===== config.mk =====
export PLATFORM = sky130hd
export DESIGN_NAME = rsp_s1_prep_ahbic_cmd_master
export DESIGN_NICKNAME = d
export VERILOG_FILES = /design/src/rtl/rsp_s1_prep_ahbic_cmd_master.sv
export SDC_FILE = /design/constraint.sdc
export NUM_CORES = 1
export LEC_CHECK = 0
export CAP_MARGIN = 20
export CORE_MARGIN = 8
export CORE_UTILIZATION = 52
export CTS_BUF_LIST = sky130_fd_sc_hd__clkbuf_8 sky130_fd_sc_hd__clkbuf_16
export CTS_CLUSTER_DIAMETER = 120
export DETAILED_ROUTE_END_ITERATION = 8
export GPL_ROUTABILITY_DRIVEN = 0
export GPL_TIMING_DRIVEN = 0
export PLACE_DENSITY_LB_ADDON = 0.2
export SLEW_MARGIN = 20
export SYNTH_ARGS = -nofsm -noshare
export SYNTH_HDL_FRONTEND = slang
export SYNTH_SLANG_ARGS = --single-unit

===== constraint.sdc =====
create_clock -name HCLK -period 3.06 [get_ports HCLK]
set_input_delay 0.459 -clock HCLK [delete_from_list [all_inputs] [get_ports HCLK]]
set_output_delay 0.459 -clock HCLK [all_outputs]
set_load 0.05 [all_outputs]

===== src/rtl/rsp_s1_prep_ahbic_cmd_master.sv =====
// AHB-Lite initiator: turns a valid/ready command stream into pipelined SINGLE transfers.
// NONSEQ one cycle after accept, response pulse two cycles later; HREADY low or a pending replay stalls cmd_ready.
module rsp_s1_prep_ahbic_cmd_master #(
    parameter int AW  = 32,
    parameter int DW  = 32,
    parameter int ECW = 8
) (
    input  logic          HCLK,
    input  logic          HRESETn,
    input  logic          cmd_valid,
    output logic          cmd_ready,
    input  logic          cmd_write,
    input  logic [AW-1:0] cmd_addr,
    input  logic [1:0]    cmd_size,
    input  logic [DW-1:0] cmd_wdata,
    output logic [AW-1:0] HADDR,
    output logic [1:0]    HTRANS,
    output logic          HWRITE,
    output logic [2:0]    HSIZE,
    output logic [2:0]    HBURST,
    output logic [DW-1:0] HWDATA,
    input  logic [DW-1:0] HRDATA,
    input  logic          HREADY,
    input  logic [1:0]    HRESP,
    output logic          rsp_valid,
    output logic          rsp_write,
    output logic [DW-1:0] rsp_rdata,
    output logic          rsp_err,
    output logic [ECW-1:0] err_cnt
);

    // Address slot: what is currently driven on the bus address phase.
    logic          ap_vld_q,   ap_vld_d;
    logic [AW-1:0] ap_addr_q,  ap_addr_d;
    logic          ap_write_q, ap_write_d;
    logic [1:0]    ap_size_q,  ap_size_d;
    logic [DW-1:0] ap_wdata_q, ap_wdata_d;

    // Data slot: the transfer whose data phase is in progress.
    logic          dp_vld_q,   dp_vld_d;
    logic          dp_write_q, dp_write_d;
    logic [DW-1:0] hwdata_q,   hwdata_d;

    // Replay slot: an address phase cancelled by the first ERROR cycle.
    logic          rp_vld_q,   rp_vld_d;
    logic [AW-1:0] rp_addr_q,  rp_addr_d;
    logic          rp_write_q, rp_write_d;
    logic [1:0]    rp_size_q,  rp_size_d;
    logic [DW-1:0] rp_wdata_q, rp_wdata_d;

    logic          rsp_vld_q,   rsp_vld_d;
    logic          rsp_err_q,   rsp_err_d;
    logic          rsp_write_q, rsp_write_d;
    logic [DW-1:0] rsp_rdata_q, rsp_rdata_d;
    logic [ECW-1:0] err_cnt_q,  err_cnt_d;

    logic hresp_err;
    logic err_first;

    assign hresp_err = |HRESP;
    assign err_first = dp_vld_q & ~HREADY & hresp_err;
    assign cmd_ready = HREADY & ~rp_vld_q & ~err_first;

    always_comb begin
        ap_vld_d    = ap_vld_q;
        ap_addr_d   = ap_addr_q;
        ap_write_d  = ap_write_q;
        ap_size_d   = ap_size_q;
        ap_wdata_d  = ap_wdata_q;
        dp_vld_d    = dp_vld_q;
        dp_write_d  = dp_write_q;
        hwdata_d    = hwdata_q;
        rp_vld_d    = rp_vld_q;
        rp_addr_d   = rp_addr_q;
        rp_write_d  = rp_write_q;
        rp_size_d   = rp_size_q;
        rp_wdata_d  = rp_wdata_q;
        rsp_vld_d   = 1'b0;
        rsp_err_d   = rsp_err_q;
        rsp_write_d = rsp_write_q;
        rsp_rdata_d = rsp_rdata_q;
        err_cnt_d   = err_cnt_q;

        if (HREADY) begin
            dp_vld_d   = ap_vld_q;
            dp_write_d = ap_write_q;
            hwdata_d   = ap_wdata_q;

            if (rp_vld_q) begin
                ap_vld_d   = 1'b1;
                ap_addr_d  = rp_addr_q;
                ap_write_d = rp_write_q;
                ap_size_d  = rp_size_q;
                ap_wdata_d = rp_wdata_q;
                rp_vld_d   = 1'b0;
            end else if (cmd_valid && cmd_ready) begin
                ap_vld_d   = 1'b1;
                ap_addr_d  = cmd_addr;
                ap_write_d = cmd_write;
                ap_size_d  = cmd_size;
                ap_wdata_d = cmd_wdata;
            end else begin
                ap_vld_d   = 1'b0;
            end

            if (dp_vld_q) begin
                rsp_vld_d   = 1'b1;
                rsp_err_d   = hresp_err;
                rsp_write_d = dp_write_q;
                rsp_rdata_d = dp_write_q ? '0 : HRDATA;
                if (hresp_err && (err_cnt_q != '1)) begin
                    err_cnt_d = err_cnt_q + ECW'(1);
                end
            end
        end else if (err_first && ap_vld_q) begin
            // Park the pending address phase and drop to IDLE for the second ERROR cycle.
            rp_vld_d   = 1'b1;
            rp_addr_d  = ap_addr_q;
            rp_write_d = ap_write_q;
            rp_size_d  = ap_size_q;
            rp_wdata_d = ap_wdata_q;
            ap_vld_d   = 1'b0;
        end
    end

    always_ff @(posedge HCLK or negedge HRESETn) begin
        if (!HRESETn) begin
            ap_vld_q    <= 1'b0;
            ap_addr_q   <= '0;
            ap_write_q  <= 1'b0;
            ap_size_q   <= 2'b10;
            ap_wdata_q  <= '0;
            dp_vld_q    <= 1'b0;
            dp_write_q  <= 1'b0;
            hwdata_q    <= '0;
            rp_vld_q    <= 1'b0;
            rp_addr_q   <= '0;
            rp_write_q  <= 1'b0;
            rp_size_q   <= 2'b10;
            rp_wdata_q  <= '0;
            rsp_vld_q   <= 1'b0;
            rsp_err_q   <= 1'b0;
            rsp_write_q <= 1'b0;
            rsp_rdata_q <= '0;
            err_cnt_q   <= '0;
        end else begin
            ap_vld_q    <= ap_vld_d;
            ap_addr_q   <= ap_addr_d;
            ap_write_q  <= ap_write_d;
            ap_size_q   <= ap_size_d;
            ap_wdata_q  <= ap_wdata_d;
            dp_vld_q    <= dp_vld_d;
            dp_write_q  <= dp_write_d;
            hwdata_q    <= hwdata_d;
            rp_vld_q    <= rp_vld_d;
            rp_addr_q   <= rp_addr_d;
            rp_write_q  <= rp_write_d;
            rp_size_q   <= rp_size_d;
            rp_wdata_q  <= rp_wdata_d;
            rsp_vld_q   <= rsp_vld_d;
            rsp_err_q   <= rsp_err_d;
            rsp_write_q <= rsp_write_d;
            rsp_rdata_q <= rsp_rdata_d;
            err_cnt_q   <= err_cnt_d;
        end
    end

    assign HADDR     = ap_addr_q;
    assign HTRANS    = ap_vld_q ? 2'b10 : 2'b00;
    assign HWRITE    = ap_write_q;
    assign HSIZE     = {1'b0, ap_size_q};
    assign HBURST    = 3'b000;
    assign HWDATA    = hwdata_q;
    assign rsp_valid = rsp_vld_q;
    assign rsp_err   = rsp_err_q;
    assign rsp_write = rsp_write_q;
    assign rsp_rdata = rsp_rdata_q;
    assign err_cnt   = err_cnt_q;

endmodule

==> key figures, run 1 <==
Clock network
  – Clock tree buffer depth: 3
  – Clock tree from TritonCTS: done
  – Count of clock tree sinks: 213
  – Clock transition at the register clock pins on the worst setup and hold paths after CTS: 0.06 ns
  – Root Buffer: sky130_fd_sc_hd__clkbuf_16
  – Inserted Clock Buffers: 23
  – H-tree levels: 1
  – Source-to-sink clock delay at the later pin of the worst-skew pair: 0.50 ns

Synthesis
  – Proportion of synthesized chip area in sequential cells: between 60% and 70%
  – Summed instance area of the synthesized netlist: 8760 um^2
  – Number of different library cells in the post-synthesis netlist: 29
  – Number of register bits inferred by synthesis: 213
  – Post-Syn Instances: approximately 700
  – Main flop type after synthesis: sky130_fd_sc_hd__dfrtp_1
  – Average size of a mapped cell: 12.5 um^2
  – Number of synthesized flops with an enable pin: 0
  – Synth warn: 0
  – Async set-reset flop share out of synthesis: between 90% and 100%

Routing
  – Final ANT Viol Nets: 0
  – Total via count after detailed routing: roughly 6,100
  – Pre-Repair DR Iteration Count: 4
  – Initial drt markers: approximately 290
  – Drt drc: 0
  – DR WL/cell: 18.2 um
  – Per-cell via count in the routed design: 5.15
  – Final wirelength: 21,600 um

Global route
  – Busiest layer in global routing: met2
  – Met2 routing resource usage after global routing: 33.1%
  – Pin count of the biggest net entering global routing: 99
  – Fraction of met1 tracks used by global routing: between 20% and 30%
  – Remaining Overflow, GRT: 0
  – Initial antenna violation count: 1
  – Via count of the first global-routing pass: 6,631
  – Met3 track demand over resource in global routing: 6.31%
  – Global-route wire length before repair: 35,100 um
  – Global-route usage over all layers: 20.0%

Hold path
  – Hold WC Path Type: primary input to asynchronous set/reset pin

Die
  – I/O pin count: 222
  – Initial cell density of the core: between 50% and 60%
  – Die Footprint: between 20,000 and 25,000 um^2
  – Width of the die: 146 um
  – Number of standard-cell rows in the floorplan: 47
  – Placeable core area: 16,500 um^2
  – Die Y-Extent: about 150 um

Worst setup path
  – Critical path startpoint category: primary input
  – Critical path's largest stage delay: between 0.8 and 0.9 ns
  – Cell with the biggest individual delay on the critical path: sky130_fd_sc_hd__clkdlybuf4s50_1
  – Most Frequent Cell on Critical Path: sky130_fd_sc_hd__clkdlybuf4s50_1
  – Element type at the critical path end: primary output
  – Family with the most delay on the worst path: buffers and inverters
  – Setup CP Type: primary input to primary output
  – Critical path fanouts, max: 10
  – Crit path buffers/inverters: 4
  – Worst Path Arrival: 2.49 ns
  – Worst Path Required: 2.60 ns
  – Worst path cell trace: clkdlybuf4s50_1 -> buf_6 -> buf_2 -> nor2b_1 -> clkdlybuf4s50_1

Finish
  – Post-layout instance count excluding filler cells: 1,186
  – Fraction of final layout cells with drive strength greater than 1: 18.4%
  – Growth of design area from synthesis to finish: 37.1%
  – Antenna diode count: 0
  – Nets: 1,055

Place
  – Pre-CTS worst setup slack: around 0.11 ns
  – Final HPWL DP: 15,100 um
  – Cell count after placement: 1,143
  – Port buffer count: 216

Timing
  – Worst-margin pin slew: 0.618 ns
  – RSZ-0062 raised after global routing: no
  – Worst-case clock skew: around 0.012 ns
  – Tcrit/Tclk final: 96.3%
  – Final WS setup: 0.114 ns
  – Highest clock frequency the design can meet: 0.339 GHz
  – Setup Viol. Count Final: 0
  – Slew headroom: 58.8%
  – Fin. Hold Viols: 0
  – Min Tclk post-route: 2.95 ns
  – Slew Limit Fails: 0

Power and ir drop
  – Power after layout: 10.5 mW
  – PwrDens: 873 nW/um^2
  – Highest ir drop seen on vdd: 543 uV
  – Leakage power summed over all cells: 5.25 nW

Status
  – Status: finished clean

Run
  – Count of maximum capacitance violations: 0
## worst paths after layout
path	start	end	slack (ns)	cells past startpoint
min in group HCLK	rsp_rdata[16]	rsp_rdata[16]	0.48	2
max in group asynchronous	HRESETn	rp_size_q[1]	1.93	3
min	HRESETn	rp_wdata_q[17]	0.39	2
min reg2reg	rsp_rdata[16]	rsp_rdata[16]	0.48	2
max	HREADY	cmd_ready	0.11	5
max reg2reg	rp_vld_q	ap_wdata_q[27]	1.12	4
## where the power goes
group	switching, mW	internal, mW	leakage [nW]
Clock	1.07	1.56	0.397
Sequential	0.542	3.73	2.67
Combinational	2.14	1.46	2.18
Total	3.75	6.74	5.25
## layout make-up
type,instances,area (um^2)
plain buffers,49,273
fillers,1176,4510
well taps,220,275
multi-input cells,441,3170
flip-flops and latches,213,5330
clock buffers,31,686
inverters,2,7.51
clock inverters,11,47.5
repair buffers,219,2230
## per-stage QoR
stage          hold slack (ns)  utilization, %  setup TNS (ns)  cell area (um^2)
2_1_floorplan            0.163               -               0              8780
3_3_place_gp             0.460            67.9        -1585.41             11200
3_5_place_dp             0.305            68.2               0             11300
4_1_cts                  0.373            72.7               0             12000
5_1_grt                  0.381            72.7               0             12000
6_report                 0.388            72.7               0             12000
## per-layer routing
layer  vias to the layer above  share of wire (%)
met5                         -              0.060
li1                       2893                  -
met3                        17                7.8
met4                         2               0.96
met2                       167                 48
met1                      3029                 44
## sequential cells by signal (all words and copies together) (netlist names), 2 cells and up
name / flops
rp_wdata_q: 32
rp_size_q: 2
rp_addr_q: 32
ap_size_q: 2
HWDATA: 32
HADDR: 32
err_cnt: 8
ap_wdata_q: 32
rsp_rdata: 32
## what timing repair did
item,4_1_cts,5_1_grt
setup buffers,0,0
hold buffers,1,0
endpoints found under the hold margin,18,0
gates resized for setup,0,0
## cells in the mapped netlist (2+ instances only)
master                     count  share of area, %
sky130_fd_sc_hd__xnor2_1       4              0.40
sky130_fd_sc_hd__buf_6         5              0.64
sky130_fd_sc_hd__nor2_1        4              0.17
sky130_fd_sc_hd__nand2b_1     34               2.4
sky130_fd_sc_hd__dfrtp_1     211                60
sky130_fd_sc_hd__mux2i_1      67               7.7
sky130_fd_sc_hd__o21ai_0      99               5.7
sky130_fd_sc_hd__nand4_1       3              0.21
sky130_fd_sc_hd__buf_4         7              0.60
sky130_fd_sc_hd__buf_2        20               1.1
sky130_fd_sc_hd__nand2_1     108               4.6
sky130_fd_sc_hd__inv_1         2             0.086
sky130_fd_sc_hd__clkbuf_1     17              0.73
sky130_fd_sc_hd__dfstp_2       2              0.60
sky130_fd_sc_hd__mux2_2      104                13
## cells by family after synthesis
logic type,synth area share [%]
xor+xnor,0.500
buf+inv,3.20
simple gates,7.84
flops,60.9
compound gates,6.41
mux,21.0
fa+ha+maj,0.143
other cells,0.0428
## cell usage in the layout (no fill, tap or decap), drive strengths merged
cell type	instances
clkdlybuf4s50	215
dfrtp	211
nand2	108
mux2	104
o21ai	101
mux2i	67
clkbuf	48
buf	35
nand2b	34
inv	12
conb	5
nor2	5
xnor2	4
nand4	3
dfstp	2
nor2b	1
and4	1
a31oi	1
o211ai	1
nor4b	1
a41oi	1
nand3	1
xor2	1
o22ai	1
ha	1
clkinv	1
dlygate4sd3	1
No activity file was read; power rests on OpenSTA's default activity.
==> inputs of run 2 (changes only) <==
--- a/config.mk
+++ b/config.mk
@@ -9,9 +9,8 @@
 export CORE_MARGIN = 8
 export CORE_UTILIZATION = 52
 export CTS_BUF_LIST = sky130_fd_sc_hd__clkbuf_8 sky130_fd_sc_hd__clkbuf_16
-export CTS_CLUSTER_DIAMETER = 120
+export CTS_CLUSTER_DIAMETER = 150
 export DETAILED_ROUTE_END_ITERATION = 8
-export GPL_ROUTABILITY_DRIVEN = 0
 export GPL_TIMING_DRIVEN = 0
 export PLACE_DENSITY_LB_ADDON = 0.2
 export SLEW_MARGIN = 20
==> results of run 2 <==
The final DEF is identical to that of run 1; final timing and power are the same.
